**config.mk**
```make
export PLATFORM = sky130hd
export DESIGN_NAME = camera_ring_scheduler
export DESIGN_NICKNAME = d
export VERILOG_FILES = /design/src/rtl/camera_ring_scheduler_pkg.sv /design/src/rtl/camera_ring_scheduler_channel.sv /design/src/rtl/camera_ring_scheduler.sv
export SDC_FILE = /design/constraint.sdc
export NUM_CORES = 1
export LEC_CHECK = 0
export CAP_MARGIN = 10
export CELL_PAD_IN_SITES_DETAIL_PLACEMENT = 0
export CELL_PAD_IN_SITES_GLOBAL_PLACEMENT = 1
export CORE_MARGIN = 10
export CORE_UTILIZATION = 44
export DETAILED_ROUTE_END_ITERATION = 6
export PLACE_DENSITY_LB_ADDON = 0.08
export SETUP_SLACK_MARGIN = 0.02
export SYNTH_ARGS = -nofsm -noshare
export SYNTH_HDL_FRONTEND = slang
export SYNTH_HIERARCHICAL = 1
export SYNTH_SLANG_ARGS = --single-unit
```
**constraint.sdc**
```tcl
create_clock -name clock -period 5.9 [get_ports clock]
set_clock_uncertainty 0.15 [all_clocks]
set_input_delay 1.475 -clock clock [delete_from_list [all_inputs] [get_ports clock]]
set_output_delay 1.475 -clock clock [all_outputs]
set_load 0.1 [all_outputs]
```
**src/rtl/camera_ring_scheduler_pkg.sv**
```systemverilog
// Shared state codes and index helpers for the N-camera filming scheduler.
package camera_ring_scheduler_pkg;

  localparam int STATE_W = 3;

  typedef enum logic [STATE_W-1:0] {
    CAM_IDLE    = 3'd0,
    CAM_STANDBY = 3'd1,
    CAM_FILM    = 3'd2,
    CAM_HOLD    = 3'd3,
    CAM_DRAIN   = 3'd4,
    CAM_FLUSH   = 3'd5
  } camState_t;

  // Camera index reached by stepping 'off' positions after 'base' around the ring.
  function automatic int wrapIdx(input int base, input int off, input int n);
    return (base + off) % n;
  endfunction

endpackage

```
**src/rtl/camera_ring_scheduler_channel.sv**
```systemverilog
// One camera: state register plus fill-level counter, steered by the ring scheduler.
module camera_channel
  import camera_ring_scheduler_pkg::*;
#(
  parameter int LEVEL_W    = 4,
  parameter int FULL_LEVEL = 10,
  parameter bit IS_START   = 1'b0
) (
  input  logic               clock,
  input  logic               reset_n,
  input  logic               tick,
  input  logic               goStandby,
  input  logic               goFilm,
  input  logic               goHold,
  input  logic               goFlush,
  input  logic               downloadReq,
  output camState_t          state,
  output logic [LEVEL_W-1:0] level
);

  always_ff @(posedge clock or negedge reset_n) begin
    if (!reset_n) begin
      state <= IS_START ? CAM_FILM : CAM_IDLE;
      level <= '0;
    end else begin
      case (state)
        CAM_IDLE:    if (goStandby) state <= CAM_STANDBY;
        CAM_STANDBY: if (goFilm) state <= CAM_FILM;
        CAM_FILM: begin
          if (goHold) state <= CAM_HOLD;
          if (tick && level < LEVEL_W'(FULL_LEVEL)) level <= level + 1'b1;
        end
        // A download request beats a flush raised on the same cycle.
        CAM_HOLD: begin
          if (downloadReq)  state <= CAM_DRAIN;
          else if (goFlush) state <= CAM_FLUSH;
        end
        CAM_DRAIN: begin
          if (level == '0) state <= CAM_IDLE;
          else if (tick)   level <= level - 1'b1;
        end
        CAM_FLUSH: begin
          state <= CAM_IDLE;
          level <= '0;
        end
        default: state <= CAM_IDLE;
      endcase
    end
  end

endmodule

```
**src/rtl/camera_ring_scheduler.sv**
```systemverilog
// Round-robin filming scheduler: one camera films, the next IDLE one is readied, full ones are held.
module camera_ring_scheduler
  import camera_ring_scheduler_pkg::*;
#(
  parameter int NUM_CAMS      = 4,
  parameter int LEVEL_W       = 4,
  parameter int FULL_LEVEL    = 10,
  parameter int STANDBY_LEVEL = 8,
  parameter int HANDOFF_LEVEL = 9,
  parameter int FLUSH_LEVEL   = 5,
  parameter int START_CAM     = 0,
  localparam int IDX_W        = $clog2(NUM_CAMS)
) (
  input  logic                        clock,
  input  logic                        reset_n,
  input  logic                        tick,
  input  logic [NUM_CAMS-1:0]         download_req,
  output logic [NUM_CAMS*LEVEL_W-1:0] level,
  output logic [NUM_CAMS*3-1:0]       cam_state,
  output logic [NUM_CAMS-1:0]         filming,
  output logic [NUM_CAMS-1:0]         standby,
  output logic [NUM_CAMS-1:0]         ready_dl,
  output logic [IDX_W-1:0]            active_idx,
  output logic                        overflow_err
);

  camState_t          camStates [NUM_CAMS];
  logic [LEVEL_W-1:0] camLevels [NUM_CAMS];
  logic [NUM_CAMS-1:0] goStandby, goFilm, goHold, goFlush;

  logic [IDX_W-1:0]   prevIdx;
  logic [IDX_W-1:0]   standbyIdx;
  logic [IDX_W-1:0]   standbyPick;
  logic               standbyFound;
  logic               standbyAny;
  logic               activeFilm;
  logic [LEVEL_W-1:0] activeLevel;
  logic               handoff;

  for (genvar i = 0; i < NUM_CAMS; i++) begin : g_cam
    camera_channel #(
      .LEVEL_W   (LEVEL_W),
      .FULL_LEVEL(FULL_LEVEL),
      .IS_START  (i == START_CAM)
    ) u_channel (
      .clock      (clock),
      .reset_n    (reset_n),
      .tick       (tick),
      .goStandby  (goStandby[i]),
      .goFilm     (goFilm[i]),
      .goHold     (goHold[i]),
      .goFlush    (goFlush[i]),
      .downloadReq(download_req[i]),
      .state      (camStates[i]),
      .level      (camLevels[i])
    );

    assign level[i*LEVEL_W +: LEVEL_W] = camLevels[i];
    assign cam_state[i*3 +: 3]         = camStates[i];
    assign filming[i]                  = (camStates[i] == CAM_FILM);
    assign standby[i]                  = (camStates[i] == CAM_STANDBY);
    assign ready_dl[i]                 = (camStates[i] == CAM_HOLD);
  end

  always_comb begin
    activeLevel  = camLevels[active_idx];
    activeFilm   = (camStates[active_idx] == CAM_FILM);
    standbyAny   = |standby;
    standbyIdx   = '0;
    standbyFound = 1'b0;
    standbyPick  = '0;
    for (int k = 0; k < NUM_CAMS; k++) begin
      if (standby[k]) standbyIdx = IDX_W'(k);
    end
    // First IDLE camera after the active one, wrapping around the ring.
    for (int k = 1; k < NUM_CAMS; k++) begin
      if (!standbyFound && camStates[wrapIdx(int'(active_idx), k, NUM_CAMS)] == CAM_IDLE) begin
        standbyFound = 1'b1;
        standbyPick  = IDX_W'(wrapIdx(int'(active_idx), k, NUM_CAMS));
      end
    end

    handoff      = activeFilm && (activeLevel >= LEVEL_W'(HANDOFF_LEVEL)) && standbyAny;
    overflow_err = activeFilm && (activeLevel == LEVEL_W'(FULL_LEVEL)) && !standbyAny;

    goStandby = '0;
    goFilm    = '0;
    goHold    = '0;
    goFlush   = '0;
    goStandby[standbyPick] = activeFilm && (activeLevel >= LEVEL_W'(STANDBY_LEVEL)) &&
                             !standbyAny && standbyFound;
    goHold[active_idx]     = handoff;
    goFilm[standbyIdx]     = handoff;
    // Only the most recent predecessor is ever flushed.
    goFlush[prevIdx]       = (activeLevel >= LEVEL_W'(FLUSH_LEVEL)) &&
                             (camStates[prevIdx] == CAM_HOLD) && !download_req[prevIdx];
  end

  always_ff @(posedge clock or negedge reset_n) begin
    if (!reset_n) begin
      active_idx <= IDX_W'(START_CAM);
      prevIdx    <= IDX_W'(START_CAM);
    end else if (handoff) begin
      prevIdx    <= active_idx;
      active_idx <= standbyIdx;
    end
  end

endmodule
```
=== After elaboration in Yosys (flattened, before gate mapping) ===
Index checks and enable logic that the tools add are counted.

* Eq/ne operators: 55
* $lt $le $gt $ge: 20
* Reduce and logical (&&, ||, !) cells: 50
* Bitwise operators: 12
* $add $sub $neg: 11
* Muxes and demuxes: 81

{| class="wikitable"
|+ Operator list
! cell !! count
|-
| two-way mux 3 bit || 34
|-
| >= comparator 32 x 3 -> 1 bit (second input constant) || 3
|-
| inverter 32 bit || 3
|-
| case mux 3 bit (5 select lines) || 4
|-
| two-way mux 4 bit || 14
|-
| case mux 4 bit (3 select lines) || 4
|-
| inequality test 2 x 1 -> 1 bit (second input constant) || 16
|-
| binary-select mux 3 bit (select 2 bit) || 5
|-
| == test 3 x 2 -> 1 bit (second input constant) || 10
|-
| == test 3 bit (second input constant) || 8
|-
| inequality test 2 bit (second input constant) || 12
|-
| zero test 3 bit || 7
|-
| AND reduction 5 bit || 4
|-
| logical AND 1 bit || 19
|-
| adder 4 x 1 -> 4 bit (second input constant) || 4
|-
| bitwise AND 4 bit || 4
|-
| zero test 4 bit || 4
|-
| less-than comparator 4 bit (second input constant) || 4
|-
| AND reduction 4 bit || 4
|-
| subtractor 4 x 1 -> 4 bit (second input constant) || 4
|-
| == test 3 x 1 -> 1 bit (second input constant) || 4
|-
| less-than comparator 2 x 3 -> 1 bit (second input constant) || 4
|-
| inequality test 3 x 2 -> 1 bit (second input constant) || 4
|-
| nonzero test 3 bit || 4
|-
| other kinds (17) || 46
|}

* Register bits after elaboration: 32
* Logic and storage cells: 239
* Output and inout port bits: 43

=== Longest topological paths before layout ===
Gate-level depths: netlist of the first run.

* Depth in word-level cells: 22
* Gate-level depth with buffers: 12
* Depth with buffers taken out: 10

=== Cells and area by module ===
Netlist of the first run, hierarchy kept.

{| class="wikitable"
|+ By module, submodules not included
! module !! times used !! cells an instance !! area each (µm²) !! seq. area each (µm²)
|-
| camera_channel (g_cam[1].u_channel ...) || 3 || 47 || 480.5 || 175.2
|-
| camera_ring_scheduler || 1 || 105 || 904.6 || 100.1
|-
| camera_channel (g_cam[0].u_channel) || 1 || 47 || 481.7 || 176.4
|}

=== Worst setup path before layout of the first run ===
OpenSTA, ideal clock, no wires.

* Path type: register -> output
* From: register g_cam[1].u_channel.state[0]
* To: output overflow_err
* Data required time: 4.275 ns
* Stages on the path, launching flop included: 5
* Setup slack: -0.190 ns
* Arrival time: 4.465 ns
* Buffers on the path: 0
* Cells stage by stage: dfrtp_1 nor3b_1 or4_1 a211oi_1 and4bb_2

* Elaborated cells between the ends (all ways): 9

{| class="wikitable"
|+ RTL lines
! element !! line !! source
|-
| start: declaration || camera_ring_scheduler_channel.sv:17 || <nowiki>output camState_t state,</nowiki>
|-
| start signal: assignment || camera_ring_scheduler_channel.sv:23 || <nowiki>state <= IS_START ? CAM_FILM : CAM_IDLE;</nowiki>
|-
| == test 3 x 1 -> 1 bit || camera_ring_scheduler.sv:61 || <nowiki>assign standby[i] = (camStates[i] == CAM_STANDBY);</nowiki>
|-
| named net standby[1] || camera_ring_scheduler.sv:21 || <nowiki>output logic [NUM_CAMS-1:0] standby,</nowiki>
|-
| OR reduction 4 bit || camera_ring_scheduler.sv:68 || <nowiki>standbyAny = |standby;</nowiki>
|-
| zero test 1 bit || camera_ring_scheduler.sv:84 || <nowiki>overflow_err = activeFilm && (activeLevel == LEVEL_W'(FULL_LEVEL)) && !standbyAny;</nowiki>
|-
| logical AND 1 bit || camera_ring_scheduler.sv:84 ||
|-
| end: declaration || camera_ring_scheduler.sv:24 || <nowiki>output logic overflow_err</nowiki>
|}

The timed path passes the listed nets, and every way through them passes these cells. The select of a mux whose other input is x is not followed.

=== Worst setup path in the final report of the first run ===
* From: register active_idx[0]
* To: output overflow_err

* Cells in the longest elaborated chain, start to end: 7
* Elaborated cells between the ends (all ways): 11

{| class="wikitable"
|+ Ends and longest elaborated chain
! element !! line !! source
|-
| start: declaration || camera_ring_scheduler.sv:23 || <nowiki>output logic [IDX_W-1:0] active_idx,</nowiki>
|-
| start signal: assignment || camera_ring_scheduler.sv:101 || <nowiki>active_idx <= IDX_W'(START_CAM);</nowiki>
|-
| start signal: assignment || camera_ring_scheduler.sv:105 || <nowiki>active_idx <= standbyIdx;</nowiki>
|-
| inverter 2 -> 3 bit (not written as such) (*) || camera_ring_scheduler.sv:66, camera_ring_scheduler.sv:67 ||
|-
| binary-select mux 4 bit (select 2 bit) or binary-select mux 3 bit (select 2 bit) (tied branches) || camera_ring_scheduler.sv:66, camera_ring_scheduler.sv:67 ||
|-
| two-way mux 4 bit (not written as such) or two-way mux 3 bit (tied branches) (2 in a row) || camera_ring_scheduler.sv:66, camera_ring_scheduler.sv:67 ||
|-
| == test 4 bit or == test 3 x 2 -> 1 bit (tied branches) || camera_ring_scheduler.sv:84, camera_ring_scheduler.sv:67 ||
|-
| logical AND 1 bit (*) (2 in a row) || camera_ring_scheduler.sv:84 ||
|}

Mark *: on every way between the ends. The rest lies on a longest branch, timed or not. The select of a mux whose other input is x is not followed.

==> flow_metrics.env, run 1 <==
export IMPL_ir_drop_uv=110
export IMPL_r2r_start="active_idx[0]"
export IMPL_drv_cap=0
export IMPL_r2r_slack_ps=2460
export IMPL_critPathCaptureType="output pin"
export IMPL_yosysUniqueCellTypes=51
export IMPL_place_congestion=0.858
export IMPL_cts_buffer_depth=2
export IMPL_core_mm2=0.00631
export IMPL_cts_sinks=32
export IMPL_io_pins=50
export IMPL_synth_area_per_cell_um2=9.65
export IMPL_synth_ff_type="dfrtp_1"
export IMPL_tns_ps=0
export IMPL_period_share_pct=75.3
export IMPL_status="finished, final reports clean"
export IMPL_slew_violations=0
export IMPL_yosysWarnings=6
export IMPL_reg2reg_to="g_cam[3].u_channel/state[0]"
export IMPL_place_ws_ps=1740
export IMPL_antenna_found_initial=0
export IMPL_max_slew_margin_pct=34.2
export IMPL_hold_viol=0
export IMPL_clk_latency_ps=290
export IMPL_arrival_ps=2820
export IMPL_worstRegToRegCells=10
export IMPL_hp_class="flop to flop"
export IMPL_drive_gt1_share_pct=15.3
export IMPL_drt_initial_drc_count=73
export IMPL_h_tree_depth=2
export IMPL_root_buffer="clkbuf_8"
export IMPL_fin_nets=365
export IMPL_crit_end="overflow_err"
export IMPL_critPathMaxFanout=23
export IMPL_vias=2479
export IMPL_die_w_um=100
export IMPL_synthCells=293
export IMPL_wl_per_cell_um=17.5
export IMPL_layout_min_cycle_time_ps=4440
export IMPL_tritoncts="done"
export IMPL_grt_total_usage_pct=15.3
export IMPL_clk_pin_slew_worst_paths_ps=70
export IMPL_powerDensity_mw_per_mm2=127
export IMPL_grt_pass1_wl_um=12700
export IMPL_hpwl_um=5540
export IMPL_dieArea_mm2=0.0100
export IMPL_drc_errors=0
export IMPL_grt_setup_unrepaired="false"
export IMPL_first_pass_iters=4
export IMPL_finalSetupViolations=0
export IMPL_crit_path_start="active_idx[0]"
export IMPL_cts_buffers=5
export IMPL_cts_setup_buffers=0
export IMPL_num_rows=29
export IMPL_grt_ovfl_total=0
export IMPL_grt_pass1_vias=2450
export IMPL_worst_pin_slew_ps=983
export IMPL_drtAntennaViolNets=0
export IMPL_hold_buffers=0
export IMPL_grt_max_degree=33
export IMPL_die_height_um=100
export IMPL_cts_resized=0
export IMPL_startpoint_type="flop"
export IMPL_numPortBuffers=49
export IMPL_synth_edff_count=0
export IMPL_finalWorstSetupSlack_ps=1460
export IMPL_yosys_register_bits=32
export IMPL_routed_via_density=5.85
export IMPL_synth_nets=312
export IMPL_crit_type="flop to output pin"
export IMPL_fmax_mhz=225
export IMPL_netlist_area_mm2=0.00283
export IMPL_syn_to_final_growth_pct=23.9
export IMPL_diodes=0
export IMPL_synth_seq_area_share_pct=28.4
export IMPL_leakagePower_nw=1.54
export IMPL_cp_required_ps=4280
export IMPL_ys_async_sr_fraction_pct=100
export IMPL_start_util_pct=44.8
export IMPL_wirelength_um=7420
[layout make-up]
class / instances / area [um2]
clock buffer: 6 / 72.6
multi-input combinational: 235 / 1920
fill: 614 / 2810
tap: 77 / 96.3
timing repair buffer: 50 / 495
inverter: 22 / 82.6
sequential: 32 / 802
clock inverter: 2 / 35.0
[state kept, by name, indices dropped and copies added (netlist names)]
signal,count
g_cam.u_channel/level,16
active_idx,2
g_cam.u_channel/state,12
prevIdx,2
[power by group]
group	internal (mW)	switching (mW)
registers	0.219	0
logic	0.00442	0.00701
clock network	0.125	0.0877
[worst max-delay path, stage by stage, from the launching register on]
cell and delay (ps):
dfrtp_1 840, or3b_1 450, a211o_1 300, a211oi_1 330, and4bb_2 300, buf_4 290
[cell usage after synthesis (7+ instances only)]
library cell / instances / share of area, %
a21o_1: 9 / 2.4
a21oi_1: 13 / 2.3
dfrtp_1: 31 / 27
ha_1: 12 / 5.3
inv_1: 22 / 2.9
nand2_1: 18 / 2.4
nand2b_1: 7 / 1.5
nor2_1: 18 / 2.4
nor3_1: 13 / 2.3
nor3b_1: 11 / 2.9
o21a_1: 8 / 2.1
o21ai_0: 15 / 2.7
o31ai_1: 8 / 2.1
xor2_1: 8 / 2.5
[layout by cell type (no fill, tap or decap), types with 5 or more instances in the layout]
cell	synthesis	routed
clkbuf_8	0	5
nand2_1	18	18
xor2_1	8	8
a21oi_1	13	13
o31ai_1	8	8
dfrtp_1	31	31
and2_1	5	5
o21a_1	8	8
mux4_2	5	5
ha_1	12	12
a21o_1	9	9
nor2b_1	5	5
or2_2	5	5
nor3b_1	11	9
clkdlybuf4s50_1	0	48
nor2_1	18	18
nand2b_1	7	7
nor3b_2	4	6
inv_1	22	22
o21ai_0	15	15
and4bb_2	5	5
nor3_1	13	13
[cell families after synthesis]
family / Yosys count / synth area share (%)
and+or+nand+nor: 122 / 28.1
AOI/OAI and AO/OA: 77 / 21.7
DFF: 32 / 28.4
buffers and inverters: 26 / 4.11
muxes: 16 / 9.96
adders and majority gates: 12 / 5.31
xor gates and xnor gates: 8 / 2.48
[how the worst min path moves through the flow]
stage                                     start                           to  slack, ps  cells past startpoint
floorplan                            prevIdx[0]                   prevIdx[0]        380                      1
global placement    g_cam[3].u_channel/level[3]  g_cam[3].u_channel/level[3]        460                      2
detailed placement  g_cam[1].u_channel/level[3]  g_cam[1].u_channel/level[3]        460                      2
CTS                 g_cam[1].u_channel/level[3]  g_cam[1].u_channel/level[3]        470                      2
global route        g_cam[1].u_channel/level[3]  g_cam[1].u_channel/level[3]        510                      2
finish              g_cam[1].u_channel/level[3]  g_cam[1].u_channel/level[3]        460                      2
[routing by layer]
metal | global-route usage (%) | part of all wire, %
met2 | 23.7 | 48
met3 | 4.33 | 5.4
met1 | 20.2 | 46
met5 | 0 | 0
met4 | 4.24 | 0.97
[stage by stage]
step           util [%]  cells  area (um2)  hold slack [ps]  total power [mW]
2_1_floorplan         -    293        2840              382             0.224
3_3_place_gp       53.8    416        3400              459             0.236
3_5_place_dp       53.8    416        3400              460             0.236
4_1_cts            55.5    424        3500              474             0.451
5_1_grt            55.5    424        3500              512             0.461
6_report           55.5    424        3500              465             0.444
No activity file was read; power rests on OpenSTA's default activity.
==> inputs of run 2 (changes only) <==
- CORE_UTILIZATION: 44 -> 41
- clock period: 5.9 -> 4.6 ns (I/O delays scaled with it)
==> flow_metrics.env, run 2 (synthesized netlist as in run 1, its figures left out) <==
export IMPL_grt_pass1_wl_um=12600
export IMPL_drc_errors=0
export IMPL_dieArea_mm2=0.0106
export IMPL_fmax_mhz=249
export IMPL_largest_register_ffs=16
export IMPL_cts_buffer_depth=2
export IMPL_leakagePower_nw=1.57
export IMPL_holdPathStages=2
export IMPL_place_congestion=0.860
export IMPL_drt_initial_drc_count=78
export IMPL_die_height_um=103
export IMPL_layout_commonest_cell="clkdlybuf4s50_1"
export IMPL_holdWs_ps=464
export IMPL_core_mm2=0.00676
export IMPL_hold_viol=0
export IMPL_worstRegToRegCells=7
export IMPL_grt_ovfl_total=0
export IMPL_hpwl_um=5820
export IMPL_fin_nets=366
export IMPL_grt_total_usage_pct=14.7
export IMPL_syn_to_final_growth_pct=24.2
export IMPL_max_slew_margin_pct=33.6
export IMPL_period_share_pct=87.5
export IMPL_wirelength_um=7710
export IMPL_status="finished, final reports clean"
export IMPL_critPathCaptureType="output pin"
export IMPL_crit_type="flop to output pin"
export IMPL_wl_per_cell_um=18.0
export IMPL_cp_required_ps=3300
export IMPL_worst_pin_slew_ps=993
export IMPL_total_power_mw=0.522
export IMPL_grt_pass1_vias=2423
export IMPL_cts_resized=0
export IMPL_slew_violations=0
export IMPL_finalSetupViolations=0
export IMPL_reg2reg_to="g_cam[0].u_channel/state[0]"
export IMPL_critPathMaxFanout=13
export IMPL_arrival_ps=2720
export IMPL_finalWorstSetupSlack_ps=576
export IMPL_cts_sinks=32
export IMPL_vias=2431
export IMPL_hp_start="g_cam[1].u_channel/level[3]"
export IMPL_io_pins=50
export IMPL_startpoint_type="flop"
export IMPL_h_tree_depth=2
export IMPL_hold_buffers=0
export IMPL_start_util_pct=41.9
export IMPL_antenna_found_initial=0
export IMPL_drv_cap=0
export IMPL_powerDensity_mw_per_mm2=149
export IMPL_drive_gt1_share_pct=18.4
export IMPL_die_w_um=103
export IMPL_regMostFlops="g_cam.u_channel/level"
export IMPL_tritoncts="done"
export IMPL_grt_max_degree=33
export IMPL_drtAntennaViolNets=0
export IMPL_grt_setup_unrepaired="false"
export IMPL_diodes=0
export IMPL_clk_pin_slew_worst_paths_ps=70
export IMPL_cts_setup_buffers=0
export IMPL_ir_drop_uv=89.6
export IMPL_cts_buffers=5
export IMPL_numPortBuffers=49
export IMPL_first_pass_iters=4
export IMPL_largestRegisters="g_cam.u_channel/level x16, g_cam.u_channel/state x12"
export IMPL_layout_min_cycle_time_ps=4020
export IMPL_hp_class="flop to flop"
export IMPL_r2r_slack_ps=1170
export IMPL_routed_via_density=5.68
export IMPL_r2r_start="active_idx[0]"
export IMPL_root_buffer="clkbuf_8"
export IMPL_place_ws_ps=891
export IMPL_hold_end="g_cam[1].u_channel/level[3]"
export IMPL_layout_common_cells="clkdlybuf4s50_1, dfrtp_1, inv_1"
export IMPL_clk_latency_ps=280
export IMPL_num_rows=30
-- run 2: cell types whose count changed in the layout (fill, tap and decap cells not counted) --
cell	before	now
buf_4	2	8
clkdlybuf4s50_1	48	42
nor3b_1	9	6
nor3b_2	6	9
buf_12	0	1
bufinv_16	1	0
clkbuf_1	1	0
clkbuf_8	5	6
clkinv_2	1	2
-- run 2: where the power goes --
group          total [mW]  switching [mW]  internal (mW)
registers           0.281               0          0.281
clock network       0.226           0.107          0.119
logic              0.0150         0.00935        0.00566
total               0.522           0.116          0.406
-- run 2: worst max-delay path by stage --
| stage | cells after the start | endpoint | slack, ps | start |
|---|---|---|---|---|
| after floorplan | 5 | overflow_err | -80 | g_cam[2].u_channel/state[1] |
| after global placement | 6 | overflow_err | 960 | g_cam[2].u_channel/state[0] |
| after detailed placement | 6 | overflow_err | 890 | g_cam[2].u_channel/state[1] |
| after CTS | 6 | overflow_err | 560 | g_cam[2].u_channel/state[0] |
| after global routing | 6 | overflow_err | 410 | g_cam[2].u_channel/state[0] |
| final | 6 | overflow_err | 580 | g_cam[2].u_channel/state[0] |
-- run 2: stage by stage --
stage               instance area [um2]  util (%)  std cells  setup TNS (ps)
finish                             3510      52.0        428               0
global route                       3510      52.0        428               0
CTS                                3510      52.0        428               0
detailed placement                 3420      50.6        420               0
global placement                   3420      50.6        420               0
floorplan                          2850         -        293           -84.9
-- run 2: layer usage --
metal	track usage [%]	up-vias	share of wire (%)
met5	0	-	0
met4	3.21	0	0.34
met3	2.82	2	3.0
met2	24.5	24	48
met1	19.3	1181	49
li1	-	1224	-
-- run 2: final cells by class --
type	instances	area [um2]
fillers	663	3240
multi-input cells	235	1930
flip-flops and latches	32	802
repair buffers	51	500
well taps	80	100
clock buffers	6	82.6
inverters	22	82.6
clock inverters	2	10.0
-- run 2: critical path, cell delays in order, from the launching register on --
cell	delay (ps)
dfrtp_1	540
or3b_2	310
inv_1	80
or4_1	560
a211oi_1	420
and4bb_2	340
buf_12	180
